### config.mk
export PLATFORM = sky130hd
export DESIGN_NAME = gpr_wb_sched
export DESIGN_NICKNAME = d
export VERILOG_FILES = /design/src/rtl/gpr_wb_sched.sv
export SDC_FILE = /design/constraint.sdc
export NUM_CORES = 1
export LEC_CHECK = 0
export CAP_MARGIN = 20
export CORE_UTILIZATION = 39
export CTS_BUF_LIST = sky130_fd_sc_hd__clkbuf_16
export CTS_CLUSTER_DIAMETER = 60
export CTS_CLUSTER_SIZE = 24
export DETAILED_ROUTE_END_ITERATION = 6
export HOLD_SLACK_MARGIN = 0.03
export PLACE_DENSITY_LB_ADDON = 0.25
export SLEW_MARGIN = 20
export SYNTH_ARGS = -nofsm -noshare
export SYNTH_HDL_FRONTEND = slang
export SYNTH_SLANG_ARGS = --single-unit
### constraint.sdc
create_clock -name clk -period 3.1 [get_ports clk]
set_clock_uncertainty 0.2 [all_clocks]
set_input_delay 0.93 -clock clk [delete_from_list [all_inputs] [get_ports clk]]
set_output_delay 0.93 -clock clk [all_outputs]
set_load 0.01 [all_outputs]
### src/rtl/gpr_wb_sched.sv
// Write-port scheduler for the GPR file: arbitrates EX and CSR writebacks onto
// the single register-file write port, zero-fills x1..x31 after reset or on
// request, and flags reads that race an in-flight write.
module gpr_wb_sched #(
    parameter bit INIT_EN = 1'b1,
    parameter bit PRIO0   = 1'b0
) (
    input  logic        clk,
    input  logic        rst_n,
    input  logic        init_req,
    input  logic        ex_valid,
    output logic        ex_ready,
    input  logic [4:0]  ex_rd,
    input  logic [31:0] ex_data,
    input  logic        csr_valid,
    output logic        csr_ready,
    input  logic [4:0]  csr_rd,
    input  logic [31:0] csr_data,
    output logic        gpr_we,
    output logic [4:0]  gpr_rd,
    output logic [31:0] gpr_wdata,
    input  logic [4:0]  rd_ra,
    input  logic [4:0]  rd_rb,
    output logic        fwd_a,
    output logic        fwd_b,
    output logic [31:0] fwd_data,
    output logic        init_done
);

    localparam int unsigned AW = 5;
    localparam int unsigned DW = 32;

    typedef enum logic {
        ST_INIT = 1'b0,
        ST_RUN  = 1'b1
    } state_t;

    state_t        state;
    logic [AW-1:0] cnt;
    logic          ptr;

    logic          run;
    logic          open;
    logic          ex_go;
    logic          csr_go;
    logic          contend;

    // Arbitration: ready never looks at the requester's own valid
    assign run       = (state == ST_RUN);
    assign open      = run & ~init_req;
    assign ex_ready  = open & (~csr_valid | ~ptr);
    assign csr_ready = open & (~ex_valid | ptr);
    assign ex_go     = ex_valid & ex_ready;
    assign csr_go    = csr_valid & csr_ready;
    assign contend   = open & ex_valid & csr_valid;

    // Stale-read detection off the registered write command; x0 never stale
    assign fwd_a     = gpr_we & (gpr_rd == rd_ra) & (rd_ra != '0);
    assign fwd_b     = gpr_we & (gpr_rd == rd_rb) & (rd_rb != '0);
    assign fwd_data  = run ? gpr_wdata : '0;
    assign init_done = run;

    // Sequencer: zero-fill walk in INIT, one granted write per cycle in RUN
    always_ff @(posedge clk or negedge rst_n) begin
        if (!rst_n) begin
            state     <= INIT_EN ? ST_INIT : ST_RUN;
            cnt       <= AW'(1);
            ptr       <= PRIO0;
            gpr_we    <= 1'b0;
            gpr_rd    <= '0;
            gpr_wdata <= '0;
        end else if (state == ST_INIT) begin
            gpr_we    <= 1'b1;
            gpr_rd    <= cnt;
            gpr_wdata <= '0;
            cnt       <= cnt + AW'(1);
            if (cnt == '1) begin
                state <= ST_RUN;
            end
        end else begin
            if (init_req) begin
                state  <= ST_INIT;
                cnt    <= AW'(1);
                gpr_we <= 1'b0;
            end else if (ex_go) begin
                gpr_we    <= (ex_rd != '0);
                gpr_rd    <= ex_rd;
                gpr_wdata <= DW'(ex_data);
            end else if (csr_go) begin
                gpr_we    <= (csr_rd != '0);
                gpr_rd    <= csr_rd;
                gpr_wdata <= DW'(csr_data);
            end else begin
                gpr_we <= 1'b0;
            end
            // Contended grant hands priority to the side that lost
            if (contend) begin
                ptr <= ~ptr;
            end
        end
    end

endmodule

==> flow_results.xml <==
<?xml version="1.0" encoding="UTF-8"?>
<metrics>
  <group name="critical_path">
    <metric name="timing.critical_path.buf_inv" unit="">2</metric>
    <metric name="critical_path_required" unit="ps">1970</metric>
    <metric name="crit_path_max_cell_delay" unit="ps">480</metric>
    <metric name="critPathKind" unit="">in -&gt; out</metric>
    <metric name="critical-path-slowest-cell" unit="">sky130_fd_sc_hd__clkdlybuf4s50_1</metric>
    <metric name="cp_startpoint_kind" unit="">input pin</metric>
    <metric name="critical_path.max_fanout" unit="">2</metric>
    <metric name="worstPathCellList" unit="">clkdlybuf4s50_1 &gt; nand2b_1 &gt; and2_1 &gt; dlygate4sd2_1</metric>
    <metric name="crit_path_end_kind" unit="">output port</metric>
    <metric name="setup.reg_to_reg.worst_slack" unit="ps">1020</metric>
    <metric name="worstPathArrival" unit="ps">1910</metric>
    <metric name="critPathTopFamily" unit="">buffers and inverters</metric>
  </group>
  <group name="timing">
    <metric name="max_slew.worst_pin.slew" unit="ps">720</metric>
    <metric name="final-setup-viol-count" unit="">0</metric>
    <metric name="max_transition_viols_final" unit="">0</metric>
    <metric name="slew-limit-headroom" unit="%">51.9</metric>
    <metric name="grt_setup_unrepaired" unit="">false</metric>
    <metric name="clock.fmax" unit="GHz">0.329</metric>
    <metric name="setup_ws" unit="ps">64.0</metric>
    <metric name="final_critical_path_required_period" unit="ps">3040</metric>
    <metric name="period_share" unit="%">97.9</metric>
    <metric name="hold_violations" unit="">0</metric>
  </group>
  <group name="synthesis">
    <metric name="postSynthRegisterBits" unit="">45</metric>
    <metric name="synth.yosys.seq_area_share" unit="%">45.3</metric>
    <metric name="mappedNetlistNets" unit="">334</metric>
    <metric name="yosysUniqueCellTypes" unit="">33</metric>
    <metric name="syn_inst" unit="">243</metric>
    <metric name="synthesis.area" unit="um2">2490</metric>
    <metric name="yosysWarnings" unit="">0</metric>
    <metric name="synth_area_per_cell" unit="um2">10.2</metric>
  </group>
  <group name="power">
    <metric name="clockPowerShare" unit="%">27.9</metric>
    <metric name="p_total" unit="mW">2.11</metric>
    <metric name="internal-power" unit="mW">1.48</metric>
    <metric name="power_leakage" unit="nW">2.03</metric>
    <metric name="power.share.sequential" unit="%">39.3</metric>
    <metric name="comb_power_share" unit="%">32.7</metric>
    <metric name="power_switching" unit="mW">0.632</metric>
    <metric name="switching_share" unit="%">29.9</metric>
    <metric name="power_density" unit="nW/um2">480</metric>
    <metric name="vdd_ir_drop_max" unit="mV">0.361</metric>
  </group>
  <group name="finish">
    <metric name="fillCellCount" unit="">454</metric>
    <metric name="antenna-diode-count" unit="">0</metric>
    <metric name="syn_to_final_growth" unit="%">76.8</metric>
    <metric name="final_layout_net_count" unit="">496</metric>
    <metric name="final-instance-count-excl-fill" unit="">481</metric>
    <metric name="layout-drive-gt1-share" unit="%">8.13</metric>
  </group>
  <group name="floorplanning">
    <metric name="initial_utilization" unit="%">41.3</metric>
    <metric name="cell_rows" unit="">28</metric>
    <metric name="die_x" unit="um">81.9</metric>
    <metric name="floorplan.die_area" unit="um2">6700</metric>
    <metric name="die-height" unit="um">81.9</metric>
    <metric name="core-area" unit="um2">6030</metric>
    <metric name="num_io_pins" unit="">164</metric>
  </group>
  <group name="place">
    <metric name="portBuffers" unit="">163</metric>
    <metric name="finalWeightedCongestion" unit="">0.806</metric>
    <metric name="post-place-ws" unit="ps">-622</metric>
    <metric name="placedCellCount" unit="">472</metric>
    <metric name="detailed_place_hpwl" unit="um">5780</metric>
  </group>
  <group name="job">
    <metric name="timing.max_cap.violations" unit="">0</metric>
  </group>
  <group name="routing">
    <metric name="drc_errors" unit="">0</metric>
    <metric name="antenna_left" unit="">0</metric>
    <metric name="route.final.wire_length" unit="um">7970</metric>
    <metric name="avgRoutedWirePerCell" unit="um">16.6</metric>
    <metric name="overall_via_count_from_detail_route" unit="">2600</metric>
    <metric name="vias_per_cell" unit="">5.41</metric>
    <metric name="first_pass_iters" unit="">4</metric>
    <metric name="detailedRoute.firstIterationViolations" unit="">85</metric>
  </group>
  <group name="grt">
    <metric name="first_global_vias" unit="">2534</metric>
    <metric name="gr-usage-all-layers" unit="%">23.9</metric>
    <metric name="antenna_found_initial" unit="">0</metric>
    <metric name="pin_count_of_the_biggest_net_entering_global_routing" unit="">49</metric>
    <metric name="first_pass_grt_wire_length" unit="um">12000</metric>
    <metric name="grt_overflow" unit="">0</metric>
  </group>
  <group name="clocking">
    <metric name="clock_tree_from_tritoncts" unit="">yes</metric>
    <metric name="path_clk_slew" unit="ps">60</metric>
    <metric name="worst_skew_pair.late_latency" unit="ps">290</metric>
    <metric name="cts.htree.levels" unit="">2</metric>
    <metric name="post_cts_hold_buffer_count" unit="">0</metric>
    <metric name="clock_tree.root_cell" unit="">sky130_fd_sc_hd__clkbuf_16</metric>
    <metric name="cts_num_sinks" unit="">45</metric>
    <metric name="numCtsBuffers" unit="">5</metric>
    <metric name="cts.path.max_buffers" unit="">2</metric>
  </group>
  <group name="worst_hold_path">
    <metric name="timing.hold.worst.class" unit="">reg -&gt; reg</metric>
  </group>
  <group name="outcome">
    <metric name="outcome" unit="">completed</metric>
  </group>
</metrics>
-- worst paths after layout --
check | startpoint | to | depth (start not counted)
min in group asynchronous | rst_n | gpr_wdata[24] | 1
setup / recovery | ex_valid | csr_ready | 4
setup reg to reg | init_done | gpr_wdata[22] | 6
max in group asynchronous | rst_n | gpr_wdata[31] | 2
hold / removal | cnt[0] | cnt[0] | 2
hold reg to reg | cnt[0] | cnt[0] | 2
-- logic make-up after synthesis --
| family | share of synthesized area, % |
|---|---|
| simple gates | 24.2 |
| flops | 45.3 |
| buf+inv | 6.19 |
| xor+xnor | 3.87 |
| compound gates | 19.4 |
| fa+ha+maj | 1.01 |
-- power groups by stage --
stage               combinational, mW  sequential, mW  clock [mW]
finish                          0.691           0.831       0.590
detailed placement              0.695           0.838           0
global placement                0.679           0.834           0
CTS                             0.698           0.830       0.605
global route                    0.768           0.850       0.626
floorplan                       0.325           0.823           0
-- layout make-up --
class | count | area [um2] | share of cell area, %
flip-flops and latches | 45 | 1130 | 25.7
clock inverters | 3 | 38.8 | 0.882
repair buffers | 177 | 1750 | 39.9
well taps | 75 | 93.8 | 2.13
inverters | 9 | 33.8 | 0.768
clock buffers | 5 | 125 | 2.84
multi-input cells | 167 | 1220 | 27.9
-- placed cells by master (no fill, tap or decap), drive strengths merged, types with 2 or more instances in the layout --
cell and n:
o311ai 5, xnor2 4, a31oi 5, dlymetal6s2s 5
o21ai 5, or2 2, ha 2, and4 2
xor2 7, and2 34, nor2b 6, clkbuf 5
a221oi 2, clkdlybuf4s50 149, dlygate4sd2 5, buf 17
a22o 2, nor3 3, or4 2, nand3 6
nor4 2, and3 33, dfrtp 44, nand2 7
a221o 31, inv 10
-- cell usage after synthesis --
| cell | count | area share [%] |
|---|---|---|
| sky130_fd_sc_hd__and3b_1 | 1 | 0.35 |
| sky130_fd_sc_hd__buf_2 | 6 | 1.2 |
| sky130_fd_sc_hd__dfrtp_1 | 44 | 44 |
| sky130_fd_sc_hd__o21bai_1 | 1 | 0.30 |
| sky130_fd_sc_hd__a21oi_1 | 1 | 0.20 |
| sky130_fd_sc_hd__or4_1 | 2 | 0.60 |
| sky130_fd_sc_hd__a211oi_1 | 1 | 0.30 |
| sky130_fd_sc_hd__o21ai_0 | 5 | 1.0 |
| sky130_fd_sc_hd__xor2_1 | 7 | 2.5 |
| sky130_fd_sc_hd__a221oi_1 | 2 | 0.70 |
| sky130_fd_sc_hd__inv_1 | 9 | 1.4 |
| sky130_fd_sc_hd__xnor2_1 | 4 | 1.4 |
| sky130_fd_sc_hd__a21o_1 | 1 | 0.30 |
| sky130_fd_sc_hd__or2_2 | 2 | 0.50 |
| sky130_fd_sc_hd__clkbuf_1 | 12 | 1.8 |
| sky130_fd_sc_hd__nor3_1 | 3 | 0.60 |
| sky130_fd_sc_hd__and3_1 | 33 | 8.3 |
| sky130_fd_sc_hd__and2_1 | 33 | 8.3 |
| sky130_fd_sc_hd__and4_1 | 2 | 0.70 |
| sky130_fd_sc_hd__a2111oi_0 | 1 | 0.35 |
| sky130_fd_sc_hd__a31oi_1 | 5 | 1.3 |
| sky130_fd_sc_hd__and2_4 | 1 | 0.35 |
| sky130_fd_sc_hd__nand3_1 | 6 | 1.2 |
| sky130_fd_sc_hd__a22o_1 | 2 | 0.70 |
| sky130_fd_sc_hd__o311ai_0 | 5 | 1.8 |
| sky130_fd_sc_hd__nor4_1 | 2 | 0.50 |
| sky130_fd_sc_hd__nand2b_1 | 1 | 0.25 |
| sky130_fd_sc_hd__a221o_1 | 31 | 12 |
| sky130_fd_sc_hd__nand2_1 | 7 | 1.1 |
| sky130_fd_sc_hd__ha_1 | 2 | 1.0 |
| sky130_fd_sc_hd__nor2b_1 | 6 | 1.5 |
| sky130_fd_sc_hd__dfstp_2 | 1 | 1.1 |
| sky130_fd_sc_hd__buf_6 | 4 | 1.8 |
-- metal layers --
layer	up-vias	track usage, %	wire [um]
met2	118	41.6	3980
li1	1228	-	-
met4	0	7.72	104
met3	9	7.67	721
met1	1245	27.7	3160
met5	-	0	0
-- worst reg2reg max path: stages, from the launching register on --
cell and delay (ps):
sky130_fd_sc_hd__dfrtp_2 520, sky130_fd_sc_hd__nor2b_2 220, sky130_fd_sc_hd__buf_4 120, sky130_fd_sc_hd__buf_4 150, sky130_fd_sc_hd__and3_1 170, sky130_fd_sc_hd__buf_4 240, sky130_fd_sc_hd__a221o_1 350
-- flip-flops by register name, summed over array words and instances, names as in the netlist --
name / cells
gpr_rd: 5
gpr_wdata: 32
ptr: 1
init_done: 1
cnt: 5
gpr_we: 1
-- per-stage QoR --
step | cell area, um2 | hold slack, ps | setup TNS, ps | util [%]
after CTS | 4380 | 294 | -210 | 72.7
after detailed placement | 4220 | 286 | -1620 | 70.0
after floorplan | 2490 | 256 | 0 | -
after global placement | 4220 | 271 | -1450 | 70.0
final | 4400 | 294 | 0 | 73.0
after global routing | 4400 | 310 | 0 | 73.0
-- what timing repair did --
action,CTS,global route
pin swaps,2,3
setup endpoints to repair,4,3
hold endpoints to repair,0,0
resized for setup,19,7
setup buffers,0,1
(Power assumes the default switching activity.)
